File: src/rtl/io_mux_pkg.sv
`default_nettype none
// ============================================================================
//  Module      : io_mux_pkg
//  Description : Shared definitions for the Wishbone pad router: register
//                offsets, field positions, mode encoding, config structs and
//                word pack/unpack helpers.
//  Revision    : 1.0 - initial release
// ============================================================================
package io_mux_pkg;

    // Offsets inside the 4 KiB window
    localparam logic [11:0] PAD_BASE   = 12'h000;
    localparam logic [11:0] FIN_BASE   = 12'h400;
    localparam logic [11:0] COMMIT_OFS = 12'hFF8;
    localparam logic [11:0] STATUS_OFS = 12'hFFC;

    // Field bit positions in the config words
    localparam int MODE_LSB    = 0;
    localparam int OUT_SEL_LSB = 8;
    localparam int PAD_INV_BIT = 16;
    localparam int SRC_PAD_LSB = 0;
    localparam int FIN_INV_BIT = 8;

    typedef enum logic [1:0] {
        MODE_IN   = 2'b00,
        MODE_FUNC = 2'b01,
        MODE_LO   = 2'b10,
        MODE_HI   = 2'b11
    } mode_e;

    typedef struct packed {
        logic       invert;
        logic [7:0] out_sel;
        mode_e      mode;
    } pad_cfg_t;

    typedef struct packed {
        logic       invert;
        logic [7:0] src_pad;
    } fin_cfg_t;

    localparam pad_cfg_t PAD_CFG_RST = '{invert: 1'b0, out_sel: 8'h00, mode: MODE_IN};
    localparam fin_cfg_t FIN_CFG_RST = '{invert: 1'b0, src_pad: 8'hFF};

    // Replace only the bytes whose enable is set
    function automatic logic [31:0] merge_bytes(input logic [31:0] old_w,
                                                input logic [31:0] new_w,
                                                input logic [3:0]  sel);
        logic [31:0] r;
        r = old_w;
        for (int b = 0; b < 4; b++) begin
            if (sel[b]) r[8*b +: 8] = new_w[8*b +: 8];
        end
        return r;
    endfunction

    function automatic logic [31:0] pad_to_word(input pad_cfg_t c);
        logic [31:0] w;
        w = '0;
        w[MODE_LSB +: 2]    = c.mode;
        w[OUT_SEL_LSB +: 8] = c.out_sel;
        w[PAD_INV_BIT]      = c.invert;
        return w;
    endfunction

    function automatic pad_cfg_t word_to_pad(input logic [31:0] w);
        pad_cfg_t c;
        c.mode    = mode_e'(w[MODE_LSB +: 2]);
        c.out_sel = w[OUT_SEL_LSB +: 8];
        c.invert  = w[PAD_INV_BIT];
        return c;
    endfunction

    function automatic logic [31:0] fin_to_word(input fin_cfg_t c);
        logic [31:0] w;
        w = '0;
        w[SRC_PAD_LSB +: 8] = c.src_pad;
        w[FIN_INV_BIT]      = c.invert;
        return w;
    endfunction

    function automatic fin_cfg_t word_to_fin(input logic [31:0] w);
        fin_cfg_t c;
        c.src_pad = w[SRC_PAD_LSB +: 8];
        c.invert  = w[FIN_INV_BIT];
        return c;
    endfunction

endpackage
`default_nettype wire

File: src/rtl/io_mux_sync.sv
`default_nettype none
// ============================================================================
//  Module      : io_mux_sync
//  Description : Two-flop synchroniser, asynchronous active-high reset to 0.
//  Ports       : clk, rst      - clock / async reset
//                i_d [WIDTH]   - asynchronous input
//                o_q [WIDTH]   - synchronised output (2 cycles latency)
//  Revision    : 1.0 - initial release
// ============================================================================
module io_mux_sync #(
    parameter int WIDTH = 1
) (
    input  logic             clk,
    input  logic             rst,
    input  logic [WIDTH-1:0] i_d,
    output logic [WIDTH-1:0] o_q
);

    logic [WIDTH-1:0] r_meta;
    logic [WIDTH-1:0] r_sync;

    always_ff @(posedge clk or posedge rst) begin
        if (rst) begin
            r_meta <= '0;
            r_sync <= '0;
        end else begin
            r_meta <= i_d;
            r_sync <= r_meta;
        end
    end

    assign o_q = r_sync;

endmodule
`default_nettype wire

File: src/rtl/io_mux_router.sv
`default_nettype none
// ============================================================================
//  Module      : io_mux_router
//  Description : Wishbone-configurable router between core functions and user
//                pads. Config is staged in shadow registers, copied to the
//                active set on COMMIT, and can be locked until reset.
//  Ports       : wb_clk_i / wb_rst_i   - clock / async active-high reset
//                wbs_*                 - Wishbone classic slave
//                fout / fin            - core output / input functions
//                io_in / io_out / io_oeb - pad side
//                locked                - configuration lock status
//  Revision    : 1.0 - initial release
// ============================================================================
module io_mux_router
    import io_mux_pkg::*;
#(
    parameter int                N_PADS      = 38,
    parameter int                N_FOUT      = 24,
    parameter int                N_FIN       = 16,
    parameter logic [31:0]       BASE_ADR    = 32'h3000_0000,
    parameter logic [N_FIN-1:0]  FIN_DEFAULT = '0
) (
    input  logic              wb_clk_i,
    input  logic              wb_rst_i,
    input  logic              wbs_stb_i,
    input  logic              wbs_cyc_i,
    input  logic              wbs_we_i,
    input  logic [3:0]        wbs_sel_i,
    input  logic [31:0]       wbs_adr_i,
    input  logic [31:0]       wbs_dat_i,
    output logic              wbs_ack_o,
    output logic [31:0]       wbs_dat_o,
    input  logic [N_FOUT-1:0] fout,
    output logic [N_FIN-1:0]  fin,
    input  logic [N_PADS-1:0] io_in,
    output logic [N_PADS-1:0] io_out,
    output logic [N_PADS-1:0] io_oeb,
    output logic              locked
);

    localparam logic [8:0] C_N_PADS = 9'(N_PADS);
    localparam logic [8:0] C_N_FIN  = 9'(N_FIN);

    logic              r_ack;
    logic [31:0]       r_dat;
    logic              r_locked;
    logic              r_pending;
    pad_cfg_t          r_pad_shd [N_PADS];
    pad_cfg_t          r_pad_act [N_PADS];
    fin_cfg_t          r_fin_shd [N_FIN];
    fin_cfg_t          r_fin_act [N_FIN];
    logic [N_PADS-1:0] r_io_out;
    logic [N_PADS-1:0] r_io_oeb;
    logic [N_FIN-1:0]  r_fin;

    logic [N_PADS-1:0] w_io_sync;
    logic [255:0]      w_fout_ext;
    logic [255:0]      w_in_ext;
    logic [11:0]       w_ofs;
    logic [7:0]        w_idx;
    logic              w_in_win;
    logic              w_req;
    logic              w_pad_hit;
    logic              w_fin_hit;
    logic              w_wr_ok;
    logic              w_cfg_wr;
    logic              w_commit;
    logic              w_lock;
    logic [31:0]       w_rdata;
    logic [N_PADS-1:0] w_io_out_nxt;
    logic [N_PADS-1:0] w_io_oeb_nxt;
    logic [N_FIN-1:0]  w_fin_nxt;
    logic              w_unused;

    io_mux_sync #(.WIDTH(N_PADS)) u_sync (
        .clk (wb_clk_i),
        .rst (wb_rst_i),
        .i_d (io_in),
        .o_q (w_io_sync)
    );

    // Zero-extended to 256 so any 8-bit selector indexes safely; selectors
    // past N_FOUT therefore read 0 and the pad drives just the invert bit.
    assign w_fout_ext = 256'(fout);
    assign w_in_ext   = 256'(w_io_sync);

    // ---------------------------------------------------------------- decode
    assign w_in_win  = (wbs_adr_i[31:12] == BASE_ADR[31:12]);
    assign w_ofs     = wbs_adr_i[11:0];
    assign w_idx     = w_ofs[9:2];
    assign w_unused  = &{1'b0, wbs_adr_i[1:0]};

    // ~r_ack blocks a second access on the cycle right after an ack
    assign w_req     = wbs_stb_i & wbs_cyc_i & w_in_win & ~r_ack;
    assign w_pad_hit = (w_ofs[11:10] == PAD_BASE[11:10]) && ({1'b0, w_idx} < C_N_PADS);
    assign w_fin_hit = (w_ofs[11:10] == FIN_BASE[11:10]) && ({1'b0, w_idx} < C_N_FIN);
    assign w_wr_ok   = w_req & wbs_we_i & ~r_locked;
    assign w_cfg_wr  = w_wr_ok & (w_pad_hit | w_fin_hit);
    assign w_commit  = w_wr_ok & (w_ofs == COMMIT_OFS) & wbs_sel_i[0] & wbs_dat_i[0];
    assign w_lock    = w_wr_ok & (w_ofs == STATUS_OFS) & wbs_sel_i[0] & wbs_dat_i[0];

    always_comb begin
        w_rdata = '0;
        if (w_pad_hit) begin
            for (int i = 0; i < N_PADS; i++) begin
                if (w_idx == 8'(i)) w_rdata = pad_to_word(r_pad_shd[i]);
            end
        end else if (w_fin_hit) begin
            for (int f = 0; f < N_FIN; f++) begin
                if (w_idx == 8'(f)) w_rdata = fin_to_word(r_fin_shd[f]);
            end
        end else if (w_ofs == STATUS_OFS) begin
            w_rdata = {30'b0, r_pending, r_locked};
        end
    end

    // ------------------------------------------------------- Wishbone slave
    always_ff @(posedge wb_clk_i or posedge wb_rst_i) begin
        if (wb_rst_i) begin
            r_ack     <= 1'b0;
            r_dat     <= '0;
            r_locked  <= 1'b0;
            r_pending <= 1'b0;
        end else begin
            r_ack <= w_req;
            r_dat <= (w_req & ~wbs_we_i) ? w_rdata : '0;
            if (w_lock) r_locked <= 1'b1;
            if (w_commit)      r_pending <= 1'b0;
            else if (w_cfg_wr) r_pending <= 1'b1;
        end
    end

    // ------------------------------------------------- shadow / active sets
    always_ff @(posedge wb_clk_i or posedge wb_rst_i) begin
        if (wb_rst_i) begin
            for (int i = 0; i < N_PADS; i++) begin
                r_pad_shd[i] <= PAD_CFG_RST;
                r_pad_act[i] <= PAD_CFG_RST;
            end
            for (int f = 0; f < N_FIN; f++) begin
                r_fin_shd[f] <= FIN_CFG_RST;
                r_fin_act[f] <= FIN_CFG_RST;
            end
        end else begin
            for (int i = 0; i < N_PADS; i++) begin
                if (w_cfg_wr && w_pad_hit && (w_idx == 8'(i)))
                    r_pad_shd[i] <= word_to_pad(merge_bytes(pad_to_word(r_pad_shd[i]),
                                                            wbs_dat_i, wbs_sel_i));
                if (w_commit) r_pad_act[i] <= r_pad_shd[i];
            end
            for (int f = 0; f < N_FIN; f++) begin
                if (w_cfg_wr && w_fin_hit && (w_idx == 8'(f)))
                    r_fin_shd[f] <= word_to_fin(merge_bytes(fin_to_word(r_fin_shd[f]),
                                                            wbs_dat_i, wbs_sel_i));
                if (w_commit) r_fin_act[f] <= r_fin_shd[f];
            end
        end
    end

    // ---------------------------------------------------------- routing mux
    always_comb begin
        w_io_out_nxt = '0;
        w_io_oeb_nxt = '1;
        for (int i = 0; i < N_PADS; i++) begin
            case (r_pad_act[i].mode)
                MODE_FUNC: begin
                    w_io_oeb_nxt[i] = 1'b0;
                    w_io_out_nxt[i] = w_fout_ext[r_pad_act[i].out_sel] ^ r_pad_act[i].invert;
                end
                MODE_LO: begin
                    w_io_oeb_nxt[i] = 1'b0;
                    w_io_out_nxt[i] = 1'b0;
                end
                MODE_HI: begin
                    w_io_oeb_nxt[i] = 1'b0;
                    w_io_out_nxt[i] = 1'b1;
                end
                default: begin
                    w_io_oeb_nxt[i] = 1'b1;
                    w_io_out_nxt[i] = 1'b0;
                end
            endcase
        end
    end

    always_comb begin
        w_fin_nxt = FIN_DEFAULT;
        for (int f = 0; f < N_FIN; f++) begin
            if ({1'b0, r_fin_act[f].src_pad} < C_N_PADS)
                w_fin_nxt[f] = w_in_ext[r_fin_act[f].src_pad] ^ r_fin_act[f].invert;
        end
    end

    always_ff @(posedge wb_clk_i or posedge wb_rst_i) begin
        if (wb_rst_i) begin
            r_io_out <= '0;
            r_io_oeb <= '1;
            r_fin    <= FIN_DEFAULT;
        end else begin
            r_io_out <= w_io_out_nxt;
            r_io_oeb <= w_io_oeb_nxt;
            r_fin    <= w_fin_nxt;
        end
    end

    assign wbs_ack_o = r_ack;
    assign wbs_dat_o = r_dat;
    assign io_out    = r_io_out;
    assign io_oeb    = r_io_oeb;
    assign fin       = r_fin;
    assign locked    = r_locked;

endmodule
`default_nettype wire
File: config.mk
export PLATFORM = sky130hd
export DESIGN_NAME = io_mux_router
export DESIGN_NICKNAME = d
export VERILOG_FILES = /design/src/rtl/io_mux_pkg.sv /design/src/rtl/io_mux_sync.sv /design/src/rtl/io_mux_router.sv
export SDC_FILE = /design/constraint.sdc
export NUM_CORES = 2
export LEC_CHECK = 0
export BUFFER_PORTS_ARGS = -buffer_cell sky130_fd_sc_hd__buf_2
export CAP_MARGIN = 0
export CELL_PAD_IN_SITES_DETAIL_PLACEMENT = 2
export CELL_PAD_IN_SITES_GLOBAL_PLACEMENT = 2
export CORE_ASPECT_RATIO = 1.4
export CORE_MARGIN = 4
export CORE_UTILIZATION = 29
export CTS_BUF_LIST = sky130_fd_sc_hd__clkbuf_8 sky130_fd_sc_hd__clkbuf_16
export DETAILED_ROUTE_END_ITERATION = 10
export PLACE_DENSITY = 0.69
export SYNTH_ARGS = -nofsm -noshare
export SYNTH_HDL_FRONTEND = slang
export SYNTH_SLANG_ARGS = --single-unit
export TNS_END_PERCENT = 100
File: constraint.sdc
create_clock -name wb_clk_i -period 115.3 [get_ports wb_clk_i]
set_input_delay 0 -clock wb_clk_i [delete_from_list [all_inputs] [get_ports wb_clk_i]]
set_output_delay 0 -clock wb_clk_i [all_outputs]
set_load 0.01 [all_outputs]
==> flow_metrics.tcl <==
set metrics [dict create \
    clockRootBuffer "clkbuf_16" \
    hold_viol_final 0 \
    grt_pass1_wl_mm 428 \
    required_ps 116010 \
    cts_buffer_depth 4 \
    grt_pass1_vias 58161 \
    grt_antenna_before_repair 30 \
    synth_cell_types 82 \
    design_area_mm2 0.0776 \
    swShare_pct 25.0 \
    nets 6229 \
    setup_viol 0 \
    start_util_pct 29.1 \
    cts_tree "yes" \
    p_sw_w 0.000263 \
    die_y_um 579 \
    path_max_fanout 181 \
    drt_first_pass_iters 6 \
    syn_area_per_cell_um2 11.2 \
    worst_slew_margin_rel_pct 15.9 \
    ir_drop_uv 10.0 \
    max_freq_ghz 0.189 \
    netlist_instances 6007 \
    dp.cells 8895 \
    portBuffers 229 \
    syn2layout_area_growth_pct 15.0 \
    drv_cap 0 \
    layout_commonest_cell "nand2_1" \
    post-route-util_pct 33.5 \
    routed_wl_mm 298 \
    ctsResizeCount 0 \
    async_flop_share_pct 100 \
    final_cells 9277 \
    final.setup.tns_ps 0 \
    crit_path_start_kind "input pin" \
    clkSinkCount 1312 \
    p_leak_nw 35.5 \
    comb_power_share_pct 6.2 \
    postCtsSetupBuffers 0 \
    power.density_mw_per_mm2 13.5 \
    hold_path_class "in -> reg" \
    arrival_ps 6000 \
    die-area_mm2 0.240 \
    rows 209 \
    wire_per_inst_um 32.1 \
    outcome "finished clean" \
    place_congestion 0.874 \
    synthFlopType "dfrtp_1" \
    avgViaCountPerCell 5.73 \
    layout_common_cells "nand2_1, dfrtp_1, mux2_2" \
    ys_ff_latch 1312 \
    pwr-share-clk_pct 49.2 \
    ios 261 \
    period_needed_ps 5290 \
    drive_gt1_share_pct 31.4 \
    critPathCaptureType "register" \
    path_clk_slew_ps 60 \
    detail-route-antenna-nets 0 \
    worst_clock_skew_ps 90.2 \
    rsz0062_at_grt "false" \
    seq_area_frac_synth_pct 49.2 \
    grt.total_usage_pct 24.3 \
    internal_power_w 0.000787 \
    pwr-share-seq_pct 44.6 \
    drc 0 \
    drt-initial-drc-count 5134 \
    postPlaceCellArea_mm2 0.0713 \
    gr-total-overflow 0 \
    worst_slew_pin_slew_ps 1260 \
    yosysWarnings 0 \
    synth_edf_count 0 \
    grt_max_degree 182 \
    fp.dieW_um 416 \
    insertion_delay_ps 850 \
    vias 53132 \
    finalCritPeriodShare_pct 4.59 \
    crit_type "in -> reg" \
    syn_area_mm2 0.0674 \
    cts_max_level 4 \
    cts_made_buffers 157 \
    dp_hpwl_mm 190 \
    slew_viol_final 0 \
    core_region_area_mm2 0.231 \
    n_fill_cell 24414 \
]
[cell usage after synthesis (7+ instances only)]
master / number / share of area [%]
a21o_1: 8 / 0.089
mux2i_1: 100 / 1.5
a22oi_1: 47 / 0.52
dfstp_2: 294 / 11
nor2_8: 30 / 0.89
a221o_1: 10 / 0.15
a211oi_1: 12 / 0.13
a221oi_1: 31 / 0.40
mux2_1: 27 / 0.45
xor2_1: 54 / 0.70
buf_4: 19 / 0.21
nor4_1: 47 / 0.44
a31oi_1: 16 / 0.15
a211o_1: 18 / 0.23
and2_1: 8 / 0.074
buf_2: 128 / 0.95
a21oi_1: 136 / 1.0
nor3_1: 64 / 0.47
o21ai_0: 212 / 1.6
buf_1: 45 / 0.25
nor2_1: 162 / 0.90
nand2_1: 1802 / 10
nand3_1: 63 / 0.47
inv_1: 62 / 0.35
a222oi_1: 15 / 0.22
nor2b_1: 12 / 0.11
clkbuf_1: 349 / 1.9
and3_1: 7 / 0.065
mux4_2: 446 / 15
mux2_2: 513 / 8.6
o21a_1: 56 / 0.62
o211ai_1: 19 / 0.21
dfrtp_1: 1018 / 38
o22ai_1: 23 / 0.21
nand2_2: 10 / 0.093
a2111oi_0: 24 / 0.31
[cells by family (layout without fill, tap and decap cells)]
family                    after synthesis  count (layout)  share of synthesized area [%]
other                                   1              25                        0.00556
xor gates and xnor gates               54              54                          0.701
AOI/OAI and AO/OA                     683             683                           6.59
buffers and inverters                 609             796                           3.78
and+or+nand+nor                      2262            2262                           14.3
muxes                                1086            1086                           25.4
DFF                                  1312            1312                           49.2
[power groups by stage]
stage                     combinational, W  clock, W  sequential, W
after global routing             0.0000673  0.000549       0.000468
after detailed placement         0.0000614         0       0.000476
after global placement           0.0000601         0       0.000475
after floorplan                  0.0000332         0       0.000472
after CTS                        0.0000642  0.000528       0.000468
final                            0.0000652  0.000517       0.000468
[final cells by class]
class,instances,area [um^2],area share [%]
tap,3059,3830,4.93
timing repair buffer,461,3210,4.14
sequential,1312,33200,42.8
inverter,62,240,0.310
multi-input combinational,4100,31800,41.1
antenna,10,25.0,0.0323
clock inverter,87,845,1.09
clock buffer,186,4380,5.65
[path summary, 6_finish.rpt]
path	from	to	slack, ps	depth (start not counted)
max	wbs_adr_i[14]	r_pad_act[82]	110010	13
min	wbs_dat_i[1]	r_fin_shd[136]	80	3
max reg2reg	wbs_ack_o	r_pad_act[82]	110710	9
min reg2reg	u_sync.r_meta[4]	u_sync.o_q[4]	350	0
max in group asynchronous	wb_rst_i	r_pad_shd[160]	110800	8
min in group asynchronous	wb_rst_i	r_fin_act[107]	530	4
[repair_timing]
item / 4_1_cts / 5_1_grt
hold buffers: 99 / 0
endpoints found under the hold margin: 341 / 0
endpoints found under the setup margin: 0 / 0
[critical path: stages]
cell and delay, ps:
dlygate4sd3_1 530, buf_2 130, nor4_1 320, dlygate4sd3_1 600, nand2_1 50, dlygate4sd3_1 610, nor3_2 160, and2_1 400
and4_4 930, buf_4 910, buf_12 510, nand2_1 190, o21ai_0 140
[per-layer routing]
metal	up-vias	part of all wire, %	GRT usage (%)
li1	21299	-	-
met1	28443	37	28.4
met2	2518	50	42.4
met3	868	6.5	3.91
met4	4	6.6	13.8
met5	-	0.010	0
[flip-flops by register name (all words and copies together) (netlist names), 16 cells and up]
name / count
fin: 16
u_sync.r_meta: 38
wbs_dat_o: 17
io_out: 38
io_oeb: 38
u_sync.o_q: 38
r_fin_act: 144
r_fin_shd: 144
r_pad_shd: 418
r_pad_act: 418
[per-stage QoR]
step | hold slack (ps) | power [W] | worst slack, ps
CTS | 14.0 | 0.00106 | 110330
global route | 30.7 | 0.00108 | 109920
detailed placement | 111 | 0.000537 | 109960
finish | 83.0 | 0.00105 | 110010
floorplan | 31.4 | 0.000505 | 78800
global placement | 111 | 0.000536 | 109990
Note: power is estimated with default switching activity, not from simulation.
